==> config.mk <==
export PLATFORM = sky130hd
export DESIGN_NAME = seg_scan_ctrl_flat
export DESIGN_NICKNAME = d
export VERILOG_FILES = /design/src/rtl/seg_scan_ctrl_if.sv /design/src/rtl/seg_scan_ctrl.sv /design/src/flat_wrapper.sv
export SDC_FILE = /design/constraint.sdc
export NUM_CORES = 1
export LEC_CHECK = 0
export CORE_MARGIN = 4
export CORE_UTILIZATION = 48
export CTS_CLUSTER_SIZE = 40
export DETAILED_ROUTE_END_ITERATION = 10
export PLACE_DENSITY = 0.67
export RECOVER_POWER = 100
export SKIP_CTS_REPAIR_TIMING = 1
export SLEW_MARGIN = 5
export SYNTH_ARGS = -nofsm -noshare
export SYNTH_HDL_FRONTEND = slang
export SYNTH_SLANG_ARGS = --single-unit
==> constraint.sdc <==
create_clock -name clk -period 6.2 [get_ports clk]
set_input_delay 0.62 -clock clk [delete_from_list [all_inputs] [get_ports clk]]
set_output_delay 0.62 -clock clk [all_outputs]
set_load 0.02 [all_outputs]
==> src/rtl/seg_scan_ctrl_if.sv <==
// Bundle of key-event inputs, decoder loop-back and multiplexed display outputs
// shared by the scan controller and whatever drives and observes it.
interface seg_scan_ctrl_if;
    logic       key_on;
    logic       key_off;
    logic [7:0] key_note;
    logic [7:0] noteid;
    logic [8:0] seg1;
    logic [8:0] seg2;
    logic [7:0] seg_out;
    logic [1:0] dig_sel;
    logic       busy;

    modport master (
        output key_on, key_off, key_note, seg1, seg2,
        input  noteid, seg_out, dig_sel, busy
    );

    modport slave (
        input  key_on, key_off, key_note, seg1, seg2,
        output noteid, seg_out, dig_sel, busy
    );
endinterface

==> src/rtl/seg_scan_ctrl.sv <==
// Two-digit multiplexed note display: tracks the held/released key, feeds the
// external decoder via noteid and time-slices its patterns onto one segment bus.
module seg_scan_ctrl #(
    parameter int SCAN_DIV = 50000,
    parameter int HOLD_CYC = 25000000
) (
    input  logic           clk,
    input  logic           rst_n,
    seg_scan_ctrl_if.slave bus
);
    localparam int SW = $clog2(SCAN_DIV);
    localparam int HW = (HOLD_CYC > 1) ? $clog2(HOLD_CYC) : 1;

    typedef enum logic [1:0] {IDLE, SHOW, HOLD} state_t;

    state_t          state_reg;
    logic [7:0]      key_reg;
    logic            ovf_reg;
    logic [HW-1:0]   hold_reg;
    logic [SW-1:0]   scan_reg;
    logic            tens_reg;
    logic [7:0]      noteid_reg;
    logic [7:0]      seg_reg;
    logic [1:0]      dig_reg;
    logic            busy_reg;

    logic            valid_on;
    logic            off_match;
    logic            blank;
    logic [7:0]      clamped;
    logic            unused_bits;

    assign valid_on    = bus.key_on && (bus.key_note != 8'd0);
    // key_off is matched against the raw key so a clamped note can still be released
    assign off_match   = bus.key_off && (bus.key_note == key_reg);
    assign clamped     = (bus.key_note > 8'd99) ? 8'd99 : bus.key_note;
    assign blank       = (state_reg == IDLE) || (scan_reg == '0) ||
                         (tens_reg && (noteid_reg < 8'd10));
    assign unused_bits = bus.seg1[8] ^ bus.seg2[8];

    always_ff @(posedge clk or negedge rst_n) begin
        if (!rst_n) begin
            state_reg  <= IDLE;
            key_reg    <= 8'd0;
            ovf_reg    <= 1'b0;
            hold_reg   <= '0;
            scan_reg   <= '0;
            tens_reg   <= 1'b1;
            noteid_reg <= 8'd0;
            seg_reg    <= 8'd0;
            dig_reg    <= 2'b11;
            busy_reg   <= 1'b0;
        end else begin
            if (scan_reg == SW'(SCAN_DIV - 1)) begin
                scan_reg <= '0;
                tens_reg <= ~tens_reg;
            end else begin
                scan_reg <= scan_reg + 1'b1;
            end

            // Decoder patterns belong to the current noteid, so sample them now
            if (blank) begin
                seg_reg <= 8'd0;
                dig_reg <= 2'b11;
            end else if (tens_reg) begin
                seg_reg <= {bus.seg1[7] | ovf_reg, bus.seg1[6:0]};
                dig_reg <= 2'b01;
            end else begin
                seg_reg <= bus.seg2[7:0];
                dig_reg <= 2'b10;
            end

            if (valid_on) begin
                state_reg  <= SHOW;
                key_reg    <= bus.key_note;
                noteid_reg <= clamped;
                ovf_reg    <= (bus.key_note > 8'd99);
                busy_reg   <= 1'b1;
            end else begin
                case (state_reg)
                    SHOW: begin
                        if (off_match) begin
                            state_reg <= HOLD;
                            hold_reg  <= HW'(HOLD_CYC - 1);
                        end
                    end
                    HOLD: begin
                        if (hold_reg == '0) begin
                            state_reg  <= IDLE;
                            key_reg    <= 8'd0;
                            noteid_reg <= 8'd0;
                            ovf_reg    <= 1'b0;
                            busy_reg   <= 1'b0;
                        end else begin
                            hold_reg <= hold_reg - 1'b1;
                        end
                    end
                    default: ;
                endcase
            end
        end
    end

    assign bus.noteid  = noteid_reg;
    assign bus.seg_out = seg_reg;
    assign bus.dig_sel = dig_reg;
    assign bus.busy    = busy_reg;
endmodule

==> src/flat_wrapper.sv <==
// flat-port wrapper written by rule: the top's interface ports become plain ports
module seg_scan_ctrl_flat 
#(
    parameter int SCAN_DIV = 50000,
    parameter int HOLD_CYC = 25000000
)
  (clk, rst_n, bus_key_on, bus_key_off, bus_key_note, bus_seg1, bus_seg2, bus_noteid, bus_seg_out, bus_dig_sel, bus_busy);
  seg_scan_ctrl_if bus_i ();
  input  logic clk;
  input  logic rst_n;
  input wire logic [$bits(bus_i.key_on)-1:0] bus_key_on;
  input wire logic [$bits(bus_i.key_off)-1:0] bus_key_off;
  input wire logic [$bits(bus_i.key_note)-1:0] bus_key_note;
  input wire logic [$bits(bus_i.seg1)-1:0] bus_seg1;
  input wire logic [$bits(bus_i.seg2)-1:0] bus_seg2;
  output wire logic [$bits(bus_i.noteid)-1:0] bus_noteid;
  output wire logic [$bits(bus_i.seg_out)-1:0] bus_seg_out;
  output wire logic [$bits(bus_i.dig_sel)-1:0] bus_dig_sel;
  output wire logic [$bits(bus_i.busy)-1:0] bus_busy;
  assign bus_i.key_on = bus_key_on;
  assign bus_i.key_off = bus_key_off;
  assign bus_i.key_note = bus_key_note;
  assign bus_i.seg1 = bus_seg1;
  assign bus_i.seg2 = bus_seg2;
  assign bus_noteid = bus_i.noteid;
  assign bus_seg_out = bus_i.seg_out;
  assign bus_dig_sel = bus_i.dig_sel;
  assign bus_busy = bus_i.busy;
  seg_scan_ctrl #(.SCAN_DIV(SCAN_DIV), .HOLD_CYC(HOLD_CYC)) u_core (.clk(clk), .rst_n(rst_n), .bus(bus_i));
endmodule
Yosys cells after proc, flatten, opt, wreduce, memory -nomap -nowiden
Index checks and enable logic that the tools add are counted.

operators by class
  equality and inequality tests = 8
  bitwise gates (word level) = 3
  mux-type cells = 21
  order comparisons = 2
  add/subtract/negate cells = 2
  reductions and logical operators = 16

operator list
  cell                     number
  $mux W8                  7
  $mux W25                 2
  $pmux W25 S2             1
  $logic_not A25 Y1        1
  $sub A25 B1 Y25 const B  1
  $add A16 B1 Y16 const B  1
  $eq A16 B16 Y1 const B   1
  $logic_not A16 Y1        1
  $mux W16                 1
  $mux W2                  5
  $eq A8 B8 Y1             1
  $gt A8 B7 Y1 const B     1
  $lt A8 B4 Y1 const B     1
  $reduce_bool A8 Y1       1
  $ne A3 B1 Y1 const B     2
  $reduce_bool A2 Y1       3
  $mux W1                  4
  $pmux W2 S2              1
  $reduce_and A4 Y1        1
  $logic_and A1 B1 Y1      3
  $reduce_and A3 Y1        1
  $reduce_bool A3 Y1       1
  $eq A2 B1 Y1 const B     1
  $eq A2 B2 Y1 const B     1
  7 further kinds          9

word-level totals
  output and inout bits = 19
  logic and storage cells = 62
  input bits = 30
  bits in registers = 72

Depth between registers and ports, before layout
Gate-level depths: netlist of run 1.

  depth after elaboration = 5
  gate-level depth with buffers = 10

Worst setup path after synthesis of run 1
Ideal clock, no wire load.

  path type = input port to flip-flop
  start point = input port bus_key_note[2]
  end point = register u_core.hold_reg[15]
  setup time = 0.134 ns
  stages = 8
  slack = 3.737 ns
  required time = 6.066 ns
  arrival = 2.329 ns
  cells stage by stage = or3_4 > o41ai_4 > o21a_4 > o211ai_2 > buf_6 > buf_2 > o41ai_1 > a21oi_1

on the way
  word-level cells in the longest chain between the ends = 4
  elaborated cells between the ends (all ways) = 7
  those cells by class = eq/ne: 2; bitwise: 1; reduce/logical: 4

ends and longest elaborated chain
  what                                                         RTL line                                  RTL
  start: declaration                                           flat_wrapper.sv:13                        input wire logic [$bits(bus_i.key_note)-1:0] bus_key_note;
  $eq A8 B8 Y1 / $reduce_bool A8 Y1 (equally long branches)    seg_scan_ctrl.sv:35, seg_scan_ctrl.sv:33
  $logic_and A1 B1 Y1 (on tied branches)                       seg_scan_ctrl.sv:35, seg_scan_ctrl.sv:33
  $ne A2 B1 Y1 (no line) / $not A1 Y1 (equally long branches)  -
  $reduce_and A4 Y1 (no line) (*)                              -
  end signal: assignment                                       seg_scan_ctrl.sv:84                       hold_reg <= HW'(HOLD_CYC - 1);
  end signal: assignment                                       seg_scan_ctrl.sv:95                       hold_reg <= hold_reg - 1'b1;
  end: declaration                                             seg_scan_ctrl.sv:19                       logic [HW-1:0] hold_reg;

Every way passes the cells marked *; elsewhere a longest branch is shown, timed or not.
A chain may end at the register's enable or synchronous reset.

Worst setup path after layout of run 1
Ends and elaborated chain as after synthesis.

==> results of run 1 <==
-- through the flow --
step / cell area [sq um] / worst slack, ns / hold slack, ns
after floorplan: 3520 / 3.74 / 0.324
after global placement: 4040 / 2.60 / 0.455
after detailed placement: 4040 / 2.57 / 0.462
after CTS: 4240 / 2.92 / 0.437
after global routing: 4200 / 1.52 / 0.528
final: 4200 / 1.73 / 0.472
-- Yosys cell counts, types with 2 or more instances --
cell / n / area, sq um
dfrtp_1: 69 / 1730
nand2_1: 32 / 120
nor2_1: 20 / 75.1
a22o_1: 19 / 166
nand3_1: 17 / 85.1
xnor2_1: 15 / 131
inv_1: 13 / 48.8
xor2_1: 13 / 114
nor3_1: 10 / 50.1
o21ai_1: 9 / 45.0
o31ai_1: 9 / 67.6
or4_1: 9 / 67.6
a21oi_1: 8 / 40.0
nor4_1: 8 / 50.1
o21ai_0: 8 / 40.0
ha_1: 7 / 87.6
and3_1: 6 / 37.5
clkbuf_1: 6 / 22.5
or3_1: 6 / 37.5
nand4_1: 5 / 31.3
and2_1: 3 / 18.8
buf_2: 3 / 15.0
dfstp_2: 3 / 78.8
nor2b_1: 3 / 18.8
mux2_1: 2 / 22.5
nand2b_1: 2 / 12.5
nor3b_1: 2 / 15.0
nor4_2: 2 / 25.0
nor4b_1: 2 / 17.5
o2111ai_1: 2 / 17.5
o211a_1: 2 / 20.0
o211ai_1: 2 / 15.0
-- area by class of cell --
| class | instances | area [sq um] | area share |
|---|---|---|---|
| Clock buffer | 14 | 163 | 0.0387 |
| Clock inverter | 2 | 37.5 | 0.00893 |
| Inverter | 14 | 52.6 | 0.0125 |
| Multi-Input combinational cell | 239 | 1570 | 0.373 |
| Sequential cell | 72 | 1810 | 0.430 |
| Tap cell | 96 | 120 | 0.0286 |
| Timing Repair Buffer | 46 | 454 | 0.108 |
-- worst max path at each step --
stage / from / to / slack [ns] / cells past startpoint
2_1_floorplan: bus_key_note[2] / u_core.hold_reg[15] / 3.74 / 8
3_3_place_gp: bus_key_note[2] / u_core.hold_reg[15] / 2.60 / 7
3_5_place_dp: bus_key_note[2] / u_core.hold_reg[15] / 2.57 / 7
4_1_cts: bus_key_note[2] / u_core.hold_reg[15] / 2.92 / 7
5_1_grt: bus_key_note[2] / u_core.hold_reg[15] / 1.52 / 7
6_report: bus_key_note[2] / u_core.hold_reg[15] / 1.73 / 7
-- cells by family (layout without fill, tap and decap cells) --
| family | Yosys count | count (layout) | synth area share |
|---|---|---|---|
| xor gates and xnor gates | 28 | 28 | 0.0697 |
| buffers and inverters | 25 | 76 | 0.0299 |
| adders and majority gates | 7 | 7 | 0.0249 |
| and+or+nand+nor | 131 | 131 | 0.199 |
| DFF | 72 | 72 | 0.513 |
| muxes | 3 | 3 | 0.00925 |
| AOI/OAI and AO/OA | 70 | 70 | 0.154 |
-- worst max-delay path, stage by stage --
cell           delay (ns)
dlygate4sd3_1        0.61
or3_1                0.44
o41ai_1              1.00
o21a_1               0.76
o211ai_2             0.53
or4b_1               0.60
a21oi_1              0.16
-- power breakdown --
group	internal, mW	switching, mW
sequential	0.523	0.0370
combinational	0.121	0.162
clock	0.209	0.165
total	0.852	0.364
-- metal layers --
metal,vias up,wire length [um],global-route usage
met3,10,313,0.0394
met4,0,126,0.0758
met1,1331,3570,0.254
met5,-,0,0
li1,1318,-,-
met2,55,3400,0.288
==> qor.csv, run 1 <==
stage;metric;value;unit
pwr;pwr dens;290;nW/um^2
hold_path;Hold Path Depth;2;
cts;CTS Sinks;72;
worst_setup_path;startpoint type of the worst setup path;input pin;
yosys;Avg Inst Size Synth;10.5;sq um
layout;P&R area growth vs syn;19.5;%
global_routing;gr ovfl total;0;
sta;Final Skew;0.0106;ns
status;status;finished with violations;
yosys;Post-Syn Area;3520;sq um
layout;commonest non-fill, non-tap cell in the layout;dfrtp_1;
sta;final count of hold timing violations;0;
placed_design;placed cell count;467;
layout;Final Core Density;0.605;
yosys;fraction of registers with async set/reset;1.00;
yosys;synthesis-stage register bit count;72;
drt;DRC errors left;0;
drt;Antenna Nets Post-Route;0;
pwr;Max VDD drop;0.167;mV
layout;Fillers;611;
global_routing;vias in the first global route;2588;
sta;Final setup violation count;0;
sta;Tmin final;4.47;ns
sta;Slew @ Worst Pin;3.71;ns
yosys;Yosys warnings;0;
sta;crit share post-route;0.721;
worst_setup_path;CP Capture Type;register;
cts;clk_lat worst skew;0.34;ns
sta;max frequency;224;MHz
drt;Via Count;2714;
hold_path;hold path endpoint;u_core.bus.noteid[0];
placed_design;GP Congestion;0.810;
floorplanning;initial core utilization;0.506;
cts;CTS Root Cell;clkbuf_8;
pwr;total power;1.22;mW
hold_path;hold_sp;u_core.bus.noteid[0];
cts;H-tree depth;3;
sta;setup_tns;0;ns
floorplanning;Die Span X;93.6;um
yosys;Post-synth EDFFs;0;
drt;DRT Wirelength;7410;um
worst_setup_path;CP required;6.46;ns
floorplanning;chip height;93.6;um
sta;max-slew violations;84;
worst_setup_path;r2r setup slk;3.19;ns
cts;total CTS buffers;9;
cts;clock buffer depth;2;
placed_design;IO buf count;46;
worst_setup_path;Crit Reg-Reg Endpoint;u_core.hold_reg[15];
drt;Iter 0 DRT Violations;141;
worst_setup_path;worst path arrival time;4.73;ns
yosys;sequential area share after synthesis;0.513;
pwr;P_leak;1.92;nW
worst_setup_path;worst r2r src;u_core.state_reg[0];
global_routing;largest net degree at the start of global routing;73;
global_routing;antenna violations before repair;0;
layout;most frequent cells in the layout;69 x dfrtp_1, 32 x nand2_1, 25 x clkdlybuf4s50_1;
global_routing;first-pass GRT wire length;12700;um
yosys;Cell variety after synth;51;
floorplanning;Placement Rows;30;
layout;antenna cells;0;
layout;nets;419;
layout;max reg flops;25;
cts;CTS tree;yes;
status;failing checks;capacitance limit, slew limit;
job;maxcap violations;2;
floorplanning;I/O Pins;49;
worst_setup_path;Worst Reg2Reg Path Length in Cells;8;
drt;WL/cell;15.3;um
layout;Final Non-Filler Cells;483;
global_routing;All-Layer GR Usage;0.186;
yosys;syn nets;373;
floorplanning;total die area;8760;sq um
sta;Slew HR;-1.48;
cts;Reg clk slew, reported paths;0.07;ns
drt;First-pass DRT Iterations;4;
drt;vias per cell;5.62;
worst_setup_path;CP Class;in -> reg;
yosys;most frequently used flop master after synthesis;dfrtp_1;
floorplanning;core footprint;6940;sq um
layout;share of cells above drive strength 1;0.0491;
placed_design;DP HPWL;5150;um
hold_path;Worst Hold Class;reg -> reg;
yosys;Post-Syn Instances;336;
sta;RSZ-0062 raised after global routing;no;
worst_setup_path;CP max FO;22;
Power figures use the tool's default switching activity.
==> inputs of run 2 (changes only) <==
- clock period: 6.2 -> 4.3 ns (I/O delays scaled with it)
==> qor.csv, run 2 (synthesis results as in run 1) <==
stage;metric;value;unit;change
worst_setup_path;CP max FO;22;;unchanged
cts;CTS Root Cell;clkbuf_8;;unchanged
sta;Slew @ Worst Pin;1.74;ns;was 3.71 ns
layout;commonest non-fill, non-tap cell in the layout;dfrtp_1;;unchanged
sta;hold slack;0.466;ns;was 0.472 ns
global_routing;largest net degree at the start of global routing;73;;unchanged
pwr;Max VDD drop;0.327;mV;was 0.167 mV
cts;clk_lat worst skew;0.35;ns;was 0.34 ns
pwr;total power;1.76;mW;was 1.22 mW
drt;DRT Wirelength;7290;um;was 7410 um
sta;Final setup violation count;0;;unchanged
worst_setup_path;startpoint type of the worst setup path;input pin;;unchanged
drt;Via Count;2669;;was 2714
worst_setup_path;CP Class;in -> reg;;unchanged
sta;setup_tns;0;ns;unchanged
sta;max frequency;288;MHz;
hold_path;hold path endpoint;u_core.bus.noteid[0];;unchanged
cts;total CTS buffers;9;;unchanged
floorplanning;total die area;8760;sq um;unchanged
global_routing;vias in the first global route;2541;;was 2588
hold_path;hold_sp;u_core.bus.noteid[0];;unchanged
worst_setup_path;CP required;4.57;ns;was 6.46 ns
cts;H-tree depth;3;;unchanged
worst_setup_path;worst path arrival time;3.74;ns;was 4.73 ns
floorplanning;I/O Pins;49;;unchanged
global_routing;All-Layer GR Usage;0.183;;was 0.186
cts;clock buffer depth;2;;unchanged
drt;First-pass DRT Iterations;4;;unchanged
worst_setup_path;worst r2r src;u_core.state_reg[0];;unchanged
layout;most frequent cells in the layout;69 x dfrtp_1, 32 x nand2_1, 26 x clkdlybuf4s50_1;;was 69 x dfrtp_1, 32 x nand2_1, 25 x clkdlybuf4s50_1
sta;RSZ-0062 raised after global routing;no;;unchanged
sta;Slew HR;-0.160;;was -1.48
hold_path;Hold Path Depth;2;;unchanged
layout;antenna cells;0;;unchanged
cts;CTS Sinks;72;;unchanged
floorplanning;core footprint;6940;sq um;unchanged
floorplanning;Placement Rows;30;;unchanged
placed_design;GP Congestion;0.811;;was 0.810
drt;Antenna Nets Post-Route;0;;unchanged
sta;Tmin final;3.47;ns;
drt;DRC errors left;0;;unchanged
hold_path;Worst Hold Class;reg -> reg;;unchanged
worst_setup_path;CP Capture Type;register;;unchanged
sta;final count of hold timing violations;0;;unchanged
floorplanning;initial core utilization;0.506;;unchanged
cts;CTS tree;yes;;unchanged
layout;nets;422;;was 419
floorplanning;chip height;93.6;um;unchanged
floorplanning;Die Span X;93.6;um;unchanged
status;failing checks;capacitance limit, slew limit;;unchanged
worst_setup_path;Crit Reg-Reg Endpoint;u_core.hold_reg[15];;unchanged
layout;Final Core Density;0.612;;was 0.605
layout;Finished Cell Area;4250;sq um;was 4200 sq um
layout;P&R area growth vs syn;20.8;%;was 19.5%
worst_setup_path;Worst Reg2Reg Path Length in Cells;8;;unchanged
cts;Reg clk slew, reported paths;0.08;ns;was 0.07 ns
global_routing;gr ovfl total;0;;unchanged
worst_setup_path;Critical Path, Cell by Cell;clkdlybuf4s50_1, or3_4, o41ai_4, buf_4, o21a_1, o211ai_2, or4b_1, a21oi_1;;was dlygate4sd3_1, or3_1, o41ai_1, o21a_1, o211ai_2, or4b_1, a21oi_1
placed_design;DP HPWL;5100;um;was 5150 um
worst_setup_path;Top Family by Delay on Critical Path;compound AO/OA/AOI/OAI gates;;unchanged
drt;Iter 0 DRT Violations;95;;was 141
worst_setup_path;r2r setup slk;1.35;ns;was 3.19 ns
drt;WL/cell;15.0;um;was 15.3 um
drt;vias per cell;5.49;;was 5.62
status;status;finished with violations;;unchanged
job;maxcap violations;2;;unchanged
sta;max-slew violations;74;;was 84
worst_setup_path;CP peak stage delay;0.64;ns;was 1.00 ns
worst_setup_path;Crit-path slowest cell;o21a_1;;was o41ai_1
sta;crit share post-route;0.806;;
global_routing;first-pass GRT wire length;12500;um;was 12700 um
layout;max reg flops;25;;unchanged
layout;share of cells above drive strength 1;0.0718;;was 0.0491
global_routing;antenna violations before repair;0;;unchanged
pwr;P_leak;1.95;nW;was 1.92 nW
placed_design;DP Area;4070;sq um;was 4040 sq um
sta;Final Skew;0.0130;ns;was 0.0106 ns
worst_setup_path;Buf+Inv Stages, Crit Path;2;;was 1
pwr;pwr dens;414;nW/um^2;was 290 nW/um^2
placed_design;IO buf count;46;;unchanged
[run 2: tightest hold or removal path: stages, from the launching register on]
cell	delay, ns
dfrtp_1	0.34
nand2_1	0.05
nand2_1	0.05
[run 2: worst max-delay path by stage]
stage | startpoint | endpoint | slack [ns] | cells after the start
final | bus_key_note[3] | u_core.hold_reg[15] | 0.83 | 8
after global routing | bus_key_note[2] | u_core.hold_reg[15] | 0.60 | 8
after detailed placement | bus_key_note[2] | u_core.hold_reg[15] | 0.99 | 8
after global placement | bus_key_note[3] | u_core.hold_reg[15] | 1.03 | 8
after CTS | bus_key_note[3] | u_core.hold_reg[15] | 1.35 | 8
after floorplan | bus_key_note[2] | u_core.hold_reg[15] | 2.03 | 8
[run 2: per-stage QoR]
stage / instances / worst slack, ns
finish: 486 / 0.833
global route: 486 / 0.595
CTS: 486 / 1.35
detailed placement: 470 / 0.995
global placement: 470 / 1.03
floorplan: 336 / 2.03
[run 2: layout make-up]
type | count | area [sq um]
clock buffer | 9 | 124
inverter | 14 | 52.6
sequential | 72 | 1810
multi-input combinational | 239 | 1590
tap | 96 | 120
fill | 589 | 2690
clock inverter | 7 | 77.6
timing repair buffer | 49 | 478
[run 2: power by group]
part | switching (mW) | internal [mW] | leakage [nW]
Sequential | 0.0520 | 0.754 | 0.911
Combinational | 0.232 | 0.176 | 0.937
Clock | 0.272 | 0.274 | 0.101
Total | 0.555 | 1.20 | 1.95
[run 2: metal layers]
layer | GRT usage | routed length, um
met5 | 0 | 0
met3 | 0.0386 | 368
met1 | 0.261 | 3500
met4 | 0.0830 | 153
met2 | 0.266 | 3270
==> RTL edit 1: new RTL, config.mk and constraints of run 2 <==
`SCAN_DIV` is set to 50000 in 2 places; all go to 100000.
--- a/src/rtl/seg_scan_ctrl.sv
+++ b/src/rtl/seg_scan_ctrl.sv
@@ -2,5 +2,5 @@
 // external decoder via noteid and time-slices its patterns onto one segment bus.
 module seg_scan_ctrl #(
-    parameter int SCAN_DIV = 50000,
+    parameter int SCAN_DIV = 100000,
     parameter int HOLD_CYC = 25000000
 ) (
--- a/src/flat_wrapper.sv
+++ b/src/flat_wrapper.sv
@@ -2,5 +2,5 @@
 module seg_scan_ctrl_flat 
 #(
-    parameter int SCAN_DIV = 50000,
+    parameter int SCAN_DIV = 100000,
     parameter int HOLD_CYC = 25000000
 )
Formal check against the unedited RTL: same outputs for any inputs over 10 cycles, from zero or initial values and one cycle with rst_n low; that may be too few to reach the edited logic, so the function may still have changed.
==> RTL edit 1 against run 2 <==
Worst setup slack improved by 280 ps; critical endpoint is now u_core.hold_reg[21]; the run still ends with max-capacitance violations, max-slew violations left; die area increased by 4.1%; count of clock-buffer cells in the layout unchanged; design area increased by 2.6%; clock skew decreased by 1.6 ps; largest cell class unchanged; sequential cell count increased by 1; power increased by 2.4%; register-to-register slack improved by 110 ps; synthesized cell count increased by 5.7%; routed wire length increased by 1.5%; area after synthesis increased by 4.5%; critical path depth unchanged.
==> RTL edit 1: results (changes against run 2) <==
| Metric | Value |
|---|---|
| Outcome | `finished with violations` |
| Failing checks | `max-capacitance violations, max-slew violations` |
| Measured slew at the worst slew-check pin | `1760 ps (+22.5 ps)` |
| Crit path DAT | `3400 ps (-340 ps)` |
| Max_cap viols | `2 (unchanged)` |
| Total Routed Length | `7400 µm (+1.5%)` |
| Layout Skew | `11.4 ps (-1.64 ps)` |
| Share of cells above drive strength 1 | `7.33% (+0.16 points)` |
| Vias | `2756 (+3.3%)` |
| Nets | `441 (+4.5%)` |
| Slew Viols, Final | `85 (+15%)` |
| Post-DP HPWL | `5180 µm (+1.4%)` |
| Logic power comb | `0.437 mW (+7.4%)` |
| Gate power share | `24.3% (+1.1 points)` |
| Place WS | `1160 ps (+168 ps)` |
| Sw Pwr | `0.602 mW (+8.4%)` |
| Post-synth net total | `392 (+5.1%)` |
| GR Util met3 | `3.24% (-0.63 points)` |
| First-pass GRT wire length | `12900 µm (+3.4%)` |
| Drt wl/cell | `14.6 µm (-2.9%)` |
| DR iter-0 viols | `107 (+13%)` |
| P_seq | `0.840 mW (+4.2%)` |
| Largest net degree at the start of global routing | `74 (+1.4%)` |
| Routability cong. | `0.765 (-5.7%)` |
| Synth cell count leaders | `70 x dfrtp_1, 44 x nand2_1, 24 x nor2_1` |
==> RTL edit 1: cell count changes after synthesis, moves of 3 or more <==
cell and delta:
xor2_1 +4, o21ai_1 -9, o31ai_1 -9, nand3_1 -6
and4_1 +4, a211oi_1 +8, and3_1 +5, nand4_1 +3
nand2_1 +12, or4_1 -8, o21ai_0 +8, nor2_1 +4
==> RTL edit 1: final timing paths <==
kind	startpoint	end	slack, ps	cells after the start
setup / recovery	bus_key_note[5]	u_core.hold_reg[21]	1110	8
hold / removal	u_core.bus.noteid[0]	u_core.bus.noteid[0]	460	2
setup reg to reg	u_core.scan_reg[0]	u_core.scan_reg[10]	1460	7
hold reg to reg	u_core.bus.noteid[0]	u_core.bus.noteid[0]	460	2
max in group asynchronous	rst_n	u_core.hold_reg[3]	2710	1
min in group asynchronous	rst_n	u_core.bus.seg_out[6]	540	1
==> RTL edit 1: cell type report <==
type / instances / area share, %
well taps: 99 / 2.84
flip-flops and latches: 73 / 42.0
clock buffers: 9 / 2.84
repair buffers: 48 / 10.6
inverters: 15 / 1.29
clock inverters: 7 / 1.55
multi-input cells: 257 / 38.9
==> RTL edit 1: worst min-delay path, stage by stage, from the launching register on <==
cell     delay [ps]
dfrtp_1         340
nand2_1          50
nand2_1          50
==> RTL edit 1: kinds of logic (layout without fill, tap and decap cells) <==
logic type | after synthesis | count (layout) | synth area share (%)
multiplexers | 4 | 4 | 1.12
flip-flops | 73 | 73 | 49.8
AND/OR/NAND/NOR | 147 | 147 | 21.7
buffers and inverters | 25 | 79 | 2.76
adder cells (fa/ha/maj) | 7 | 7 | 2.38
XOR/XNOR | 32 | 32 | 7.62
AO/OA/AOI/OAI | 67 | 67 | 14.6
==> RTL edit 2: new RTL, flow settings as in run 2 <==
Made on the original files. Make the reset (`rst_n`) synchronous in one clocked block.
--- a/src/rtl/seg_scan_ctrl.sv
+++ b/src/rtl/seg_scan_ctrl.sv
@@ -39,5 +39,5 @@
     assign unused_bits = bus.seg1[8] ^ bus.seg2[8];
 
-    always_ff @(posedge clk or negedge rst_n) begin
+    always_ff @(posedge clk) begin
         if (!rst_n) begin
             state_reg  <= IDLE;
Function: differs if rst_n is asserted again (counterexample within 4 cycles, from zero or initial values and one cycle with rst_n low); with rst_n held inactive, the same outputs for 10 cycles.
==> RTL edit 2 against run 2 <==
Power grew 0.67%; maximum frequency grew 0.92%; area after synthesis shrank 1.4%; non-clock buffer count grew 1; sequential cell count is the same; via count grew 18%; hold slack lost 6.0 ps; clock power grew 28%; die area shrank 1.2%; routed wire length grew 18%; worst setup slack gained 32 ps; design area grew 0.21%; core utilization grew 0.46 points; sequential power shrank 8.6%; critical endpoint is now u_core.hold_reg[4]; largest cell class is now multi-input gates.
==> RTL edit 2: results (changes against run 2) <==
| Metric | Value |
|---|---|
| Outcome | `finished clean` |
| Synth warn | `0 (unchanged)` |
| Antenna Cells | `0 (unchanged)` |
| Crit-path leading delay family | `compound AO/OA/AOI/OAI gates` |
| Measured slew at the worst slew-check pin | `1160 ps (-577 ps)` |
| Slew Viols, Final | `0 (-100%)` |
| Hold Crit Class | `reg -> reg` |
| Max Fanout on Critical Path | `23 (+4.5%)` |
| Share of cells above drive strength 1 | `6.07% (-1.1 points)` |
| Sequential area share after synthesis | `41.5% (-9.8 points)` |
| DR iter-0 viols | `226 (+140%)` |
| H-tree depth | `3 (unchanged)` |
| Leak pwr | `1.59 nW (-19%)` |
| Pre-antenna DRT Iters | `4 (unchanged)` |
| Clock Tree Buf Depth | `2 (unchanged)` |
| Area of placed instances | `0.00401 mm² (-1.3%)` |
| Largest register FFs | `25 (unchanged)` |
| CP max stage cell | `clkbuf_1` |
| Async set-reset flop share out of synthesis | `0% (-100 points)` |
| Clock insertion delay at the later pin of the skew report | `350 ps (about the same)` |
| Worst-path clk slew | `80 ps (about the same)` |
| Nets | `477 (+13%)` |
| Drt wl/cell | `15.9 µm (+5.8%)` |
| Synth top area cells | `dfxtp_1 42%, nor2_1 5.6%, xnor2_1 4.3%` |
| Max incr delay on CP | `840 ps (+200 ps)` |
| Total CTS buffers | `9 (unchanged)` |
| Post-DP HPWL | `5920 µm (+16%)` |
| Vias in the first global route | `3045 (+20%)` |
| Synth cell count leaders | `72 x dfxtp_1, 52 x nor2_1, 29 x nand2_1` |
| First-pass GRT wire length | `14500 µm (+16%)` |
| Initial antenna violation count | `0 (unchanged)` |
| Pint | `1.28 mW (+6.2%)` |
| Post-synth net total | `436 (+17%)` |
| Final hold vios | `0 (unchanged)` |
| Largest net degree at the start of global routing | `38 (-48%)` |
| Routability cong. | `0.787 (-3.0%)` |
| All-Layer GR Usage | `20.7% (+2.4 points)` |
| CTS root buffer | `clkbuf_8` |
| Maximum vdd ir drop | `0.219 mV (-33%)` |
| DR vias/cell | `5.81 (+5.7%)` |
| FILL cells | `649 (+10%)` |
| Crit path DAT | `3680 ps (-60 ps)` |
| Layout Skew | `9.74 ps (-3.28 ps)` |
| Distinct cells, synth | `48 (-5.9%)` |
| Port Buffer Count | `46 (unchanged)` |
RTL edit 2: cell types whose count changed after synthesis, sizes merged, moves of 8 or more:
cell    delta
a31oi     +12
a311oi    +10
a22o      -19
a21oi      +9
o21ai      -8
a22oi     +12
dfrtp     -69
clkbuf    +11
nor2      +32
dfxtp     +72
RTL edit 2: cell families after synthesis:
kind of cell,Yosys count,synth area share (%)
compound gates,95,20.0
xor+xnor,23,5.81
fa+ha+maj,7,2.52
buf+inv,34,3.79
flops,72,41.5
mux,7,2.02
simple gates,161,24.3
RTL edit 2: worst paths after layout:
kind | end | cells after the start | startpoint | slack [ps]
worst max-delay path | u_core.hold_reg[4] | 7 | bus_key_note[2] | 860
worst min-delay path | u_core.bus.noteid[0] | 2 | u_core.bus.noteid[0] | 460
worst max register to register | u_core.hold_reg[4] | 8 | u_core.hold_reg[0] | 1140
worst min register to register | u_core.bus.noteid[0] | 2 | u_core.bus.noteid[0] | 460
RTL edit 2: final cells by class:
cell class	instances	area, µm²	area share [%]
Clock inverter	5	129	3.03
Inverter	14	52.6	1.23
Clock buffer	11	131	3.08
Tap cell	96	120	2.82
Sequential cell	72	1440	33.8
Multi-Input combinational cell	293	1900	44.7
Timing Repair Buffer	50	483	11.3
RTL edit 2: power by group through the flow:
stage          clock network, mW  registers (mW)  logic [mW]
3_5_place_dp                   0           0.751       0.335
5_1_grt                    0.742           0.743       0.371
3_3_place_gp                   0           0.750       0.329
6_report                   0.701           0.737       0.333
4_1_cts                    0.715           0.736       0.338
2_1_floorplan                  0           0.751       0.224
RTL edit 2: stage by stage:
step           worst slack (ps)  instances  total power [mW]
6_report                    864        541              1.77
5_1_grt                     659        541              1.86
4_1_cts                    1410        541              1.79
3_5_place_dp               1070        525              1.09
3_3_place_gp               1070        525              1.08
2_1_floorplan              2200        399             0.975
RTL edit 2: routing by layer:
metal	wire, µm	vias up	global-route usage, %
li1	-	1562	-
met1	3830	1501	25.1
met2	4310	67	36.1
met3	341	11	5.39
met4	104	0	5.74
met5	0	-	0
RTL edit 2: tightest hold or removal path: cells and delay by family, from the launching register on:
family | cells | cell delay (ps)
simple gates | 1 | 50
flops | 1 | 320
compound gates | 1 | 50
